**src/rtl/dmem_arbiter.sv**
```systemverilog
// Two-port round-robin arbiter/sequencer for the single-ported data memory.
// One access cycle per transaction, response pulse one cycle later.
module dmem_arbiter #(
    parameter int unsigned ADDR_W = 5,
    parameter int unsigned DATA_W = 64
) (
    input  logic              clk,
    input  logic              rst,
    input  logic              p0_req,
    input  logic              p0_we,
    input  logic [2:0]        p0_width,
    input  logic [ADDR_W-1:0] p0_addr,
    input  logic [DATA_W-1:0] p0_wdata,
    output logic              p0_gnt,
    output logic              p0_rvalid,
    output logic [DATA_W-1:0] p0_rdata,
    output logic              p0_err,
    input  logic              p1_req,
    input  logic              p1_we,
    input  logic [2:0]        p1_width,
    input  logic [ADDR_W-1:0] p1_addr,
    input  logic [DATA_W-1:0] p1_wdata,
    output logic              p1_gnt,
    output logic              p1_rvalid,
    output logic [DATA_W-1:0] p1_rdata,
    output logic              p1_err,
    output logic              mem_re,
    output logic              mem_we,
    output logic [2:0]        mem_width,
    output logic [ADDR_W-1:0] mem_addr,
    output logic [DATA_W-1:0] mem_wdata,
    input  logic [DATA_W-1:0] mem_rdata
);

    typedef enum logic [1:0] {
        IDLE   = 2'd0,
        ACCESS = 2'd1,
        RESP   = 2'd2
    } state_t;

    state_t             state;
    state_t             state_nxt;
    logic               last_gnt;
    logic               win_vld;
    logic               win_port;
    logic               h_port;
    logic               h_we;
    logic [2:0]         h_width;
    logic [ADDR_W-1:0]  h_addr;
    logic [DATA_W-1:0]  h_wdata;
    logic [DATA_W-1:0]  rdata_reg;
    logic [DATA_W-1:0]  rd_ext;
    logic               legal;

    assign legal = ~h_width[2];

    // Arbitration is only live in IDLE and RESP; a tie goes to the port not served last.
    always_comb begin
        win_vld  = 1'b0;
        win_port = 1'b0;
        if (state == IDLE || state == RESP) begin
            win_vld  = p0_req | p1_req;
            win_port = (p0_req && p1_req) ? ~last_gnt : p1_req;
        end
    end

    always_ff @(posedge clk or posedge rst) begin
        if (rst) state <= IDLE;
        else     state <= state_nxt;
    end

    always_comb begin
        state_nxt = state;
        case (state)
            IDLE:    if (win_vld) state_nxt = ACCESS;
            ACCESS:  state_nxt = RESP;
            RESP:    state_nxt = win_vld ? ACCESS : IDLE;
            default: state_nxt = IDLE;
        endcase
    end

    // Read data zero-extended to the access width; writes and illegal widths return 0.
    always_comb begin
        rd_ext = '0;
        if (!h_we) begin
            case (h_width)
                3'd0:    rd_ext = DATA_W'(mem_rdata[7:0]);
                3'd1:    rd_ext = DATA_W'(mem_rdata[15:0]);
                3'd2:    rd_ext = DATA_W'(mem_rdata[31:0]);
                3'd3:    rd_ext = mem_rdata;
                default: rd_ext = '0;
            endcase
        end
    end

    always_ff @(posedge clk or posedge rst) begin
        if (rst) begin
            last_gnt  <= 1'b1;
            h_port    <= 1'b0;
            h_we      <= 1'b0;
            h_width   <= '0;
            h_addr    <= '0;
            h_wdata   <= '0;
            rdata_reg <= '0;
        end else begin
            if (win_vld) begin
                last_gnt <= win_port;
                h_port   <= win_port;
                h_we     <= win_port ? p1_we    : p0_we;
                h_width  <= win_port ? p1_width : p0_width;
                h_addr   <= win_port ? p1_addr  : p0_addr;
                h_wdata  <= win_port ? p1_wdata : p0_wdata;
            end
            if (state == ACCESS) rdata_reg <= rd_ext;
        end
    end

    always_comb begin
        p0_gnt    = 1'b0;
        p1_gnt    = 1'b0;
        p0_rvalid = 1'b0;
        p1_rvalid = 1'b0;
        p0_rdata  = '0;
        p1_rdata  = '0;
        p0_err    = 1'b0;
        p1_err    = 1'b0;
        mem_we    = 1'b0;
        mem_re    = 1'b0;
        mem_width = h_width;
        mem_addr  = h_addr;
        mem_wdata = h_wdata;
        case (state)
            ACCESS: begin
                p0_gnt = ~h_port;
                p1_gnt = h_port;
                mem_we = legal & h_we;
                mem_re = legal & ~h_we;
            end
            RESP: begin
                if (h_port) begin
                    p1_rvalid = 1'b1;
                    p1_rdata  = rdata_reg;
                    p1_err    = ~legal;
                end else begin
                    p0_rvalid = 1'b1;
                    p0_rdata  = rdata_reg;
                    p0_err    = ~legal;
                end
            end
            default: ;
        endcase
    end

endmodule
```
**config.mk**
```make
export PLATFORM = sky130hd
export DESIGN_NAME = dmem_arbiter
export DESIGN_NICKNAME = d
export VERILOG_FILES = /design/src/rtl/dmem_arbiter.sv
export SDC_FILE = /design/constraint.sdc
export NUM_CORES = 1
export LEC_CHECK = 0
export BUFFER_PORTS_ARGS = -buffer_cell sky130_fd_sc_hd__buf_2
export CAP_MARGIN = 40
export CORE_AREA = 4 4 160 162
export CTS_BUF_LIST = sky130_fd_sc_hd__clkbuf_8
export DETAILED_ROUTE_END_ITERATION = 8
export DIE_AREA = 0 0 164 166
export GPL_TIMING_DRIVEN = 0
export HOLD_SLACK_MARGIN = 0.15
export PLACE_DENSITY = 0.69
export SLEW_MARGIN = 40
export SYNTH_ARGS = -nofsm -noshare
export SYNTH_HDL_FRONTEND = slang
export SYNTH_SLANG_ARGS = --single-unit
```
**constraint.sdc**
```tcl
create_clock -name clk -period 4.8 [get_ports clk]
set_input_delay 0.48 -clock clk [delete_from_list [all_inputs] [get_ports clk]]
set_output_delay 0.48 -clock clk [all_outputs]
set_load 0.05 [all_outputs]
```
==> impl_metrics.tcl, run 1 <==
set metrics [dict create \
    status "finished, final reports clean" \
    p_leak_nw 5.11 \
    synth.distinct_cells 24 \
    cts_setup_buffers 0 \
    cts_tree "yes" \
    drt-wirelength-per-cell_um 20.2 \
    p_int_mw 2.32 \
    min_path_type "primary input to flop" \
    rows 57 \
    dpl_cell_area_um2 9780 \
    clkSlewWorstSetupHoldPaths_ns 0.09 \
    grt_pass1_wl_mm 46.1 \
    final_cell_mix "442 x buf_2, 140 x dfrtp_1, 132 x and2_1" \
    finalCritPeriodShare 0.614 \
    cts_buffer_depth 2 \
    post_drt_via_cell_ratio 5.17 \
    critPathKind "flop to primary output" \
    final_area_um2 10200 \
    htreeDepth 4 \
    fin_crit_ns 2.95 \
    crit_fanout 10 \
    nNetsFinal 1397 \
    ys.flop_type "dfrtp_1" \
    final_common_cell "buf_2" \
    via_count 7857 \
    grt_pass1_vias 7869 \
    port_buffers 421 \
    start_util 0.300 \
    arrival_ns 2.47 \
    synth_nets 955 \
    grt.overflow.total 0 \
    p_switching_mw 1.69 \
    core_um2 24100 \
    drt_first_pass_iters 4 \
    drt-initial-drc-count 437 \
    ys_ff_latch 141 \
    netlist_area_um2 7230 \
    ant_nets 0 \
    synth_edf_count 0 \
    switching_share 0.421 \
    relSlewSlack 0.597 \
    gp_congestion 0.855 \
    worstPathRequired_ns 4.32 \
    yosys_warnings 0 \
    setup_viol 0 \
    hpwl_mm 23.9 \
    comb_power_share 0.355 \
    finalHoldViolations 0 \
    clock_sinks 141 \
    grt_max_degree 78 \
    rsz0062_at_grt "no" \
    io_pins 422 \
    areaGrowthSynthToFinish_pct 41.3 \
    yosys-top-cells-area "dfrtp_1 48%, and2_1 11%, o2111ai_1 8.8%" \
    power_density_nw_per_um2 392 \
    skew_ns 0.0236 \
    postSynth.asyncResetShare 1.00 \
    whs_ns 0.243 \
    syn_area_per_cell_um2 9.76 \
    yosysTopAreaCell "dfrtp_1" \
    power_frac_seq 0.379 \
    track_usage 0.218 \
    post_route_cells_drive_above_1_share 0.417 \
    chipHeight_um 166 \
    clk-insertion-delay-late_ns 0.45 \
    total_power_mw 4.01 \
    fmax_mhz 339 \
    yosysSeqAreaShare 0.488 \
    clockRootBuffer "clkbuf_8" \
    cap_viol_max_count 0 \
    die_w_um 164 \
    antenna_found_initial 8 \
    fin_util 0.424 \
    routed_wl_mm 30.7 \
    route.detailed.drc 0 \
    dieArea_um2 27200 \
    peakVddDrop_uv 190 \
    drv_slew 0 \
    start_kind "flop" \
    power_frac_clock 0.265 \
    worst_pin_slew_ns 0.604 \
    synth_top_area_frac 0.484 \
    cts_buffers 17 \
    netlist_instances 741 \
    crit_path_end_kind "primary output" \
]
-- final timing paths --
| kind | startpoint | to | slack [ns] | cells past startpoint |
|---|---|---|---|---|
| max in group asynchronous | rst | h_we | 3.46 | 4 |
| min | mem_rdata[8] | rdata_reg[8] | 0.24 | 2 |
| max reg2reg | state[0] | mem_addr[2] | 3.02 | 5 |
| max | state[0] | p1_rdata[26] | 1.85 | 6 |
| min reg2reg | rdata_reg[0] | rdata_reg[0] | 0.52 | 1 |
| min in group asynchronous | rst | mem_wdata[9] | 0.58 | 3 |
-- routing by layer --
layer  vias to the layer above  part of all wire  track usage
met1                      3787              0.38        0.250
met2                       381              0.50        0.378
met3                        45             0.099       0.0797
met4                        12             0.023       0.0649
li1                       3632                 -            -
met5                         -            0.0025            0
-- cell type report --
| class | instances | area, µm² |
|---|---|---|
| fill | 2504 | 13900 |
| sequential | 141 | 3530 |
| multi-input combinational | 501 | 3230 |
| timing repair buffer | 423 | 2140 |
| buffer | 93 | 452 |
| tap | 324 | 405 |
| clock buffer | 17 | 234 |
| clock inverter | 13 | 189 |
| inverter | 6 | 30.0 |
| antenna | 2 | 5.00 |
-- power by group through the flow --
stage / clock network (mW) / logic (mW) / registers [mW]
after global placement: 0 / 1.42 / 1.54
after floorplan: 0 / 0.525 / 1.97
after detailed placement: 0 / 1.44 / 1.54
after global routing: 1.14 / 1.53 / 1.54
after CTS: 1.09 / 1.44 / 1.52
final: 1.06 / 1.43 / 1.52
-- cells in the mapped netlist, types with 5 or more instances --
cell,count
o2111ai_1,73
dfrtp_1,140
clkbuf_1,52
a31oi_1,73
o21ai_0,64
nor2_1,75
buf_2,21
inv_1,5
a22o_1,64
and2_1,132
o21ai_1,9
buf_4,11
-- metrics by stage --
stage | setup TNS [ns] | worst slack [ns] | std cells
after global placement | -174.32 | -1.26 | 1486
after global routing | 0 | 1.65 | 1519
after CTS | 0 | 1.83 | 1518
after floorplan | 0 | 0.540 | 741
final | 0 | 1.85 | 1520
after detailed placement | 0 | 2.33 | 1487
-- cells by family (layout without fill, tap and decap cells) --
logic type      after synthesis  count (layout)  synth area share
compound gates              287             287             0.285
buf+inv                      99             552            0.0656
flops                       141             141             0.488
other cells                   0               2                 0
simple gates                214             214             0.162
-- critical path: stages, from the launching register on --
cell,delay [ns]
dfrtp_1,0.46
inv_1,0.12
and3_1,0.20
buf_2,0.27
clkbuf_1,0.42
and2_1,0.28
buf_2,0.29
-- repair_timing --
action                                 4_1_cts  5_1_grt
setup endpoints to repair                    0        0
endpoints found under the hold margin       63        0
gates resized for setup                      0        0
hold buffers                                 1        0
Note: power is estimated with default switching activity, not from simulation.
==> run 2, diff against run 1 <==
CORE_AREA = 4 4 164 166   (was 4 4 160 162)
DIE_AREA = 0 0 168 170   (was 0 0 164 166)
clock period = 2.7 ns   (was 4.8 ns; I/O delays follow)
==> impl_metrics.tcl, run 2 (synthesis gave the netlist of run 1 again) <==
set metrics [dict create \
    clkSlewWorstSetupHoldPaths_ns 0.08 \
    arrival_ns 2.26 \
    final_area_um2 12400 \
    chipHeight_um 170 \
    dpl_cell_area_um2 9900 \
    power_density_nw_per_um2 603 \
    grt_max_degree 26 \
    met3_length_mm 2.92 \
    cts_buffers 17 \
    htreeDepth 4 \
    grt_pass1_vias 9169 \
    fill_cells 2344 \
    final_common_cell "buf_2" \
    drv_slew 0 \
    setup_viol 0 \
    io_pins 422 \
    grt_pass1_wl_mm 49.8 \
    fin_crit_ns 2.53 \
    worstPathRequired_ns 2.43 \
    drt-initial-drc-count 667 \
    clock_sinks 141 \
    crit_path_end_kind "primary output" \
    clockRootBuffer "clkbuf_8" \
    gp_congestion 0.887 \
    post_route_cells_drive_above_1_share 0.363 \
    routed.top_layer "met4" \
    p_leak_nw 5.98 \
    route.detailed.drc 0 \
    hpwl_mm 23.4 \
    critPathKind "flop to primary output" \
    skew_ns 0.0232 \
    antenna_found_initial 2 \
    post_drt_via_cell_ratio 5.14 \
    die_w_um 168 \
    grt.overflow.total 0 \
    finalHoldViolations 0 \
    relSlewSlack 0.530 \
    dieArea_um2 28600 \
    start_util 0.282 \
    drt_first_pass_iters 5 \
    status "finished, final reports clean" \
    finalCritPeriodShare 0.937 \
    rows 59 \
    met2_wirelength_mm 16.4 \
    fin_util 0.484 \
    clk-insertion-delay-late_ns 0.45 \
    routed_wl_mm 33.0 \
    crit_fanout 10 \
    final_cell_mix "438 x buf_2, 209 x dlygate4sd3_1, 140 x dfrtp_1" \
    worst_pin_slew_ns 0.705 \
    rsz0062_at_grt "no" \
    cts_tree "yes" \
    start_kind "flop" \
    wl_met1_mm 12.6 \
    areaGrowthSynthToFinish_pct 71.3 \
    cts_buffer_depth 2 \
    cap_viol_max_count 0 \
    port_buffers 421 \
    ant_nets 0 \
    peakVddDrop_uv 459 \
    drt-wirelength-per-cell_um 18.9 \
    cts_setup_buffers 0 \
    via_count 8979 \
    min_path_type "primary input to flop" \
    core_um2 25600 \
    fmax_mhz 395 \
    track_usage 0.219 \
    nNetsFinal 1610 \
]
==> run 2: cell types whose count changed in the layout (fill, tap and decap cells not counted), sizes merged <==
cell / delta
inv: +3
diode: +2
buf: +1
bufinv: -4
clkinv: -1
dlygate4sd3: +208
clkinvlp: +2
clkbuf: +6
==> run 2: critical path, cell delays in order (launching register included) <==
cell and delay, ns:
dfrtp_1 0.47, inv_1 0.11, and3_1 0.24, clkbuf_4 0.27, clkbuf_2 0.24, and2_1 0.21
buf_2 0.28
==> run 2: metrics by stage <==
stage	setup slack [ns]	total power, mW	hold slack, ns	setup TNS, ns	std cells
floorplan	0.281	4.44	0.403	0	741
global placement	-0.295	5.25	0.487	-39.00	1497
detailed placement	0.430	5.30	0.248	0	1503
CTS	0.0126	7.44	0.156	0	1744
global route	0.00103	7.81	0.180	0	1746
finish	0.169	7.46	0.184	0	1748
==> run 2: path summary, 6_finish.rpt <==
kind | startpoint | endpoint | slack, ns | depth (start not counted)
setup / recovery | state[0] | p0_rdata[29] | 0.17 | 6
hold / removal | p1_wdata[18] | mem_wdata[18] | 0.18 | 3
setup reg to reg | last_gnt | mem_wdata[2] | 0.38 | 5
hold reg to reg | rdata_reg[24] | rdata_reg[24] | 0.52 | 1
max in group asynchronous | rst | mem_wdata[11] | 1.53 | 6
min in group asynchronous | rst | mem_wdata[63] | 0.34 | 3
==> run 2: area by class of cell <==
type                    count  area (µm²)  area share
clock inverters            13         105     0.00848
flip-flops and latches    141        3530       0.285
inverters                   6        26.3     0.00212
repair buffers            636        4340       0.350
diodes                      4        10.0    0.000808
plain buffers              93         467      0.0377
clock buffers              19         262      0.0211
well taps                 335         419      0.0338
multi-input cells         501        3230       0.261
==> run 2: where the power goes <==
part	internal, mW	leakage [nW]	switching (mW)
registers	2.46	1.75	0.251
clock network	0.705	0.182	0.955
logic	1.10	4.05	2.00
total	4.26	5.98	3.20
==> run 2: repair_timing <==
item | in CTS | in global routing
endpoints found under the hold margin | 186 | 0
setup endpoints to repair | 20 | 60
pin swaps | 0 | 0
hold buffers | 209 | 0
gates resized for setup | 4 | 12
==> run 2: routing by layer <==
layer,vias to the layer above,track usage
met3,81,0.0520
li1,4063,-
met2,570,0.380
met5,-,0
met1,4265,0.259
met4,0,0.0953
==> run 3, diff against run 2 <==
ABC_AREA = 0   (was default)
CORE_AREA = 4 4 160 162   (was 4 4 164 166)
DIE_AREA = 0 0 164 166   (was 0 0 168 170)
PLACE_DENSITY = 0.67   (was 0.69)
clock period = 2.9 ns   (was 2.7 ns; I/O delays follow)
==> impl_metrics.tcl, run 3 (synthesis gave the netlist of run 1 again) <==
set metrics [dict create \
    status "finished, final reports clean" \
    io_pins 422 \
    crit_path_end_kind "primary output" \
    ant_nets 0 \
    drt-wirelength-per-cell_um 19.7 \
    whs_ns 0.191 \
    dp_slack_ns 0.572 \
    met2_wirelength_mm 16.8 \
    finalHoldViolations 0 \
    tns_ns 0 \
    clockRootBuffer "clkbuf_8" \
    start_kind "flop" \
    timing.rr.end "mem_wdata[63]" \
    routed.top_layer "met5" \
    track_usage 0.242 \
    gp_congestion 0.871 \
    clk-insertion-delay-late_ns 0.45 \
    worstPathRequired_ns 2.61 \
    dpl_cell_area_um2 9890 \
    die_w_um 164 \
    power_density_nw_per_um2 571 \
    route.detailed.drc 0 \
    finalWorstSetupSlack_ns 0.264 \
    post_drt_via_cell_ratio 5.11 \
    hpwl_mm 24.6 \
    cts_buffers 17 \
    comb_power_share 0.404 \
    grt_max_degree 26 \
    regArea_um2 3530 \
    routed_wl_mm 34.1 \
    reg2reg_depth 6 \
    crit_fanout 10 \
    dieArea_um2 27200 \
    fin_crit_ns 2.64 \
    drv_slew 0 \
    cts_setup_buffers 0 \
    worst_pin_slew_ns 0.642 \
    final_area_um2 12300 \
    antenna_found_initial 5 \
    wl_met1_mm 13.1 \
    p_int_mw 4.07 \
    rows 57 \
    cts_tree "yes" \
    cap_viol_max_count 0 \
    min_path_type "primary input to flop" \
    rsz0062_at_grt "no" \
    final_common_cell "buf_2" \
    relSlewSlack 0.572 \
    areaGrowthSynthToFinish_pct 70.6 \
    clkSlewWorstSetupHoldPaths_ns 0.08 \
    multiInputGateArea_um2 3230 \
    nNetsFinal 1605 \
    critPathKind "flop to primary output" \
    grt_pass1_vias 9246 \
    fill_cells 2282 \
    power_frac_clock 0.237 \
    power_frac_seq 0.359 \
    peakVddDrop_uv 359 \
    core_um2 24100 \
    grt_pass1_wl_mm 51.8 \
    clock_sinks 141 \
    cp-endpoint "p1_rdata[24]" \
    r2r_start "state[0]" \
    start_util 0.300 \
    drt_first_pass_iters 5 \
    grt.overflow.total 0 \
    chipHeight_um 166 \
    switching_share 0.423 \
    final_cell_mix "442 x buf_2, 204 x dlygate4sd3_1, 140 x dfrtp_1" \
    met3_length_mm 3.00 \
    p_leak_nw 5.96 \
    cts_buffer_depth 2 \
    drt-initial-drc-count 575 \
    post_route_cells_drive_above_1_share 0.359 \
    finalCritPeriodShare 0.909 \
    arrival_ns 2.35 \
    port_buffers 421 \
    via_count 8847 \
    p_switching_mw 2.98 \
    timing.reg2reg.setup_slack_ns 0.61 \
    htreeDepth 4 \
    skew_ns 0.0121 \
    fmax_mhz 379 \
    startpoint "state[0]" \
    setup_viol 0 \
]
-- run 3: cell count changes in the layout (fill, tap and decap cells not counted), sizes merged --
cell / previous run / this run
buf: 460 / 464
diode: 4 / 2
dlygate4sd3: 209 / 204
clkinv: 3 / 2
inv: 12 / 13
bufinv: 0 / 2
clkbuf: 79 / 73
-- run 3: power by group through the flow --
stage	registers (mW)	logic [mW]	clock network [mW]
after floorplan	3.26	0.870	0
after CTS	2.52	2.82	1.71
after global routing	2.57	3.03	1.79
final	2.53	2.85	1.67
after global placement	2.55	2.35	0
after detailed placement	2.55	2.40	0
-- run 3: how the worst min path moves through the flow --
stage / startpoint / to / slack (ns) / cells after the start
2_1_floorplan: mem_rdata[27] / rdata_reg[27] / 0.42 / 1
3_3_place_gp: rdata_reg[28] / rdata_reg[28] / 0.50 / 1
3_5_place_dp: rst / mem_wdata[59] / 0.32 / 2
4_1_cts: p1_wdata[30] / mem_wdata[30] / 0.15 / 3
5_1_grt: p1_wdata[30] / mem_wdata[30] / 0.17 / 3
6_report: p1_wdata[30] / mem_wdata[30] / 0.19 / 3
-- run 3: layout make-up --
type                       instances  area share
sequential                       141       0.286
inverter                           6     0.00213
tap                              324      0.0329
multi-input combinational        501       0.262
clock inverter                    15      0.0132
clock buffer                      17      0.0190
buffer                            93      0.0367
antenna                            2    0.000406
timing repair buffer             631       0.348
-- run 3: critical path: stages, from the launching register on --
cell	delay, ns
dfrtp_1	0.47
inv_1	0.12
and3_1	0.20
buf_2	0.29
clkbuf_2	0.29
and2_1	0.23
buf_2	0.29
-- run 3: stage by stage --
step                std cells  utilization  power, mW
finish                   1730        0.512       7.05
global route             1730        0.512       7.39
CTS                      1728        0.512       7.05
detailed placement       1492        0.410       4.95
global placement         1486        0.404       4.90
floorplan                 741            -       4.13
-- run 3: timing repair --
item / 4_1_cts / 5_1_grt
hold endpoints to repair: 195 / 0
resized for setup: 0 / 2
hold buffers: 204 / 0
setup endpoints to repair: 0 / 1
-- run 3: routing by layer --
metal  vias to the layer above  GRT usage
li1                       4045          -
met3                        70     0.0720
met4                         6     0.0930
met2                       459      0.421
met5                         -          0
met1                      4267      0.278
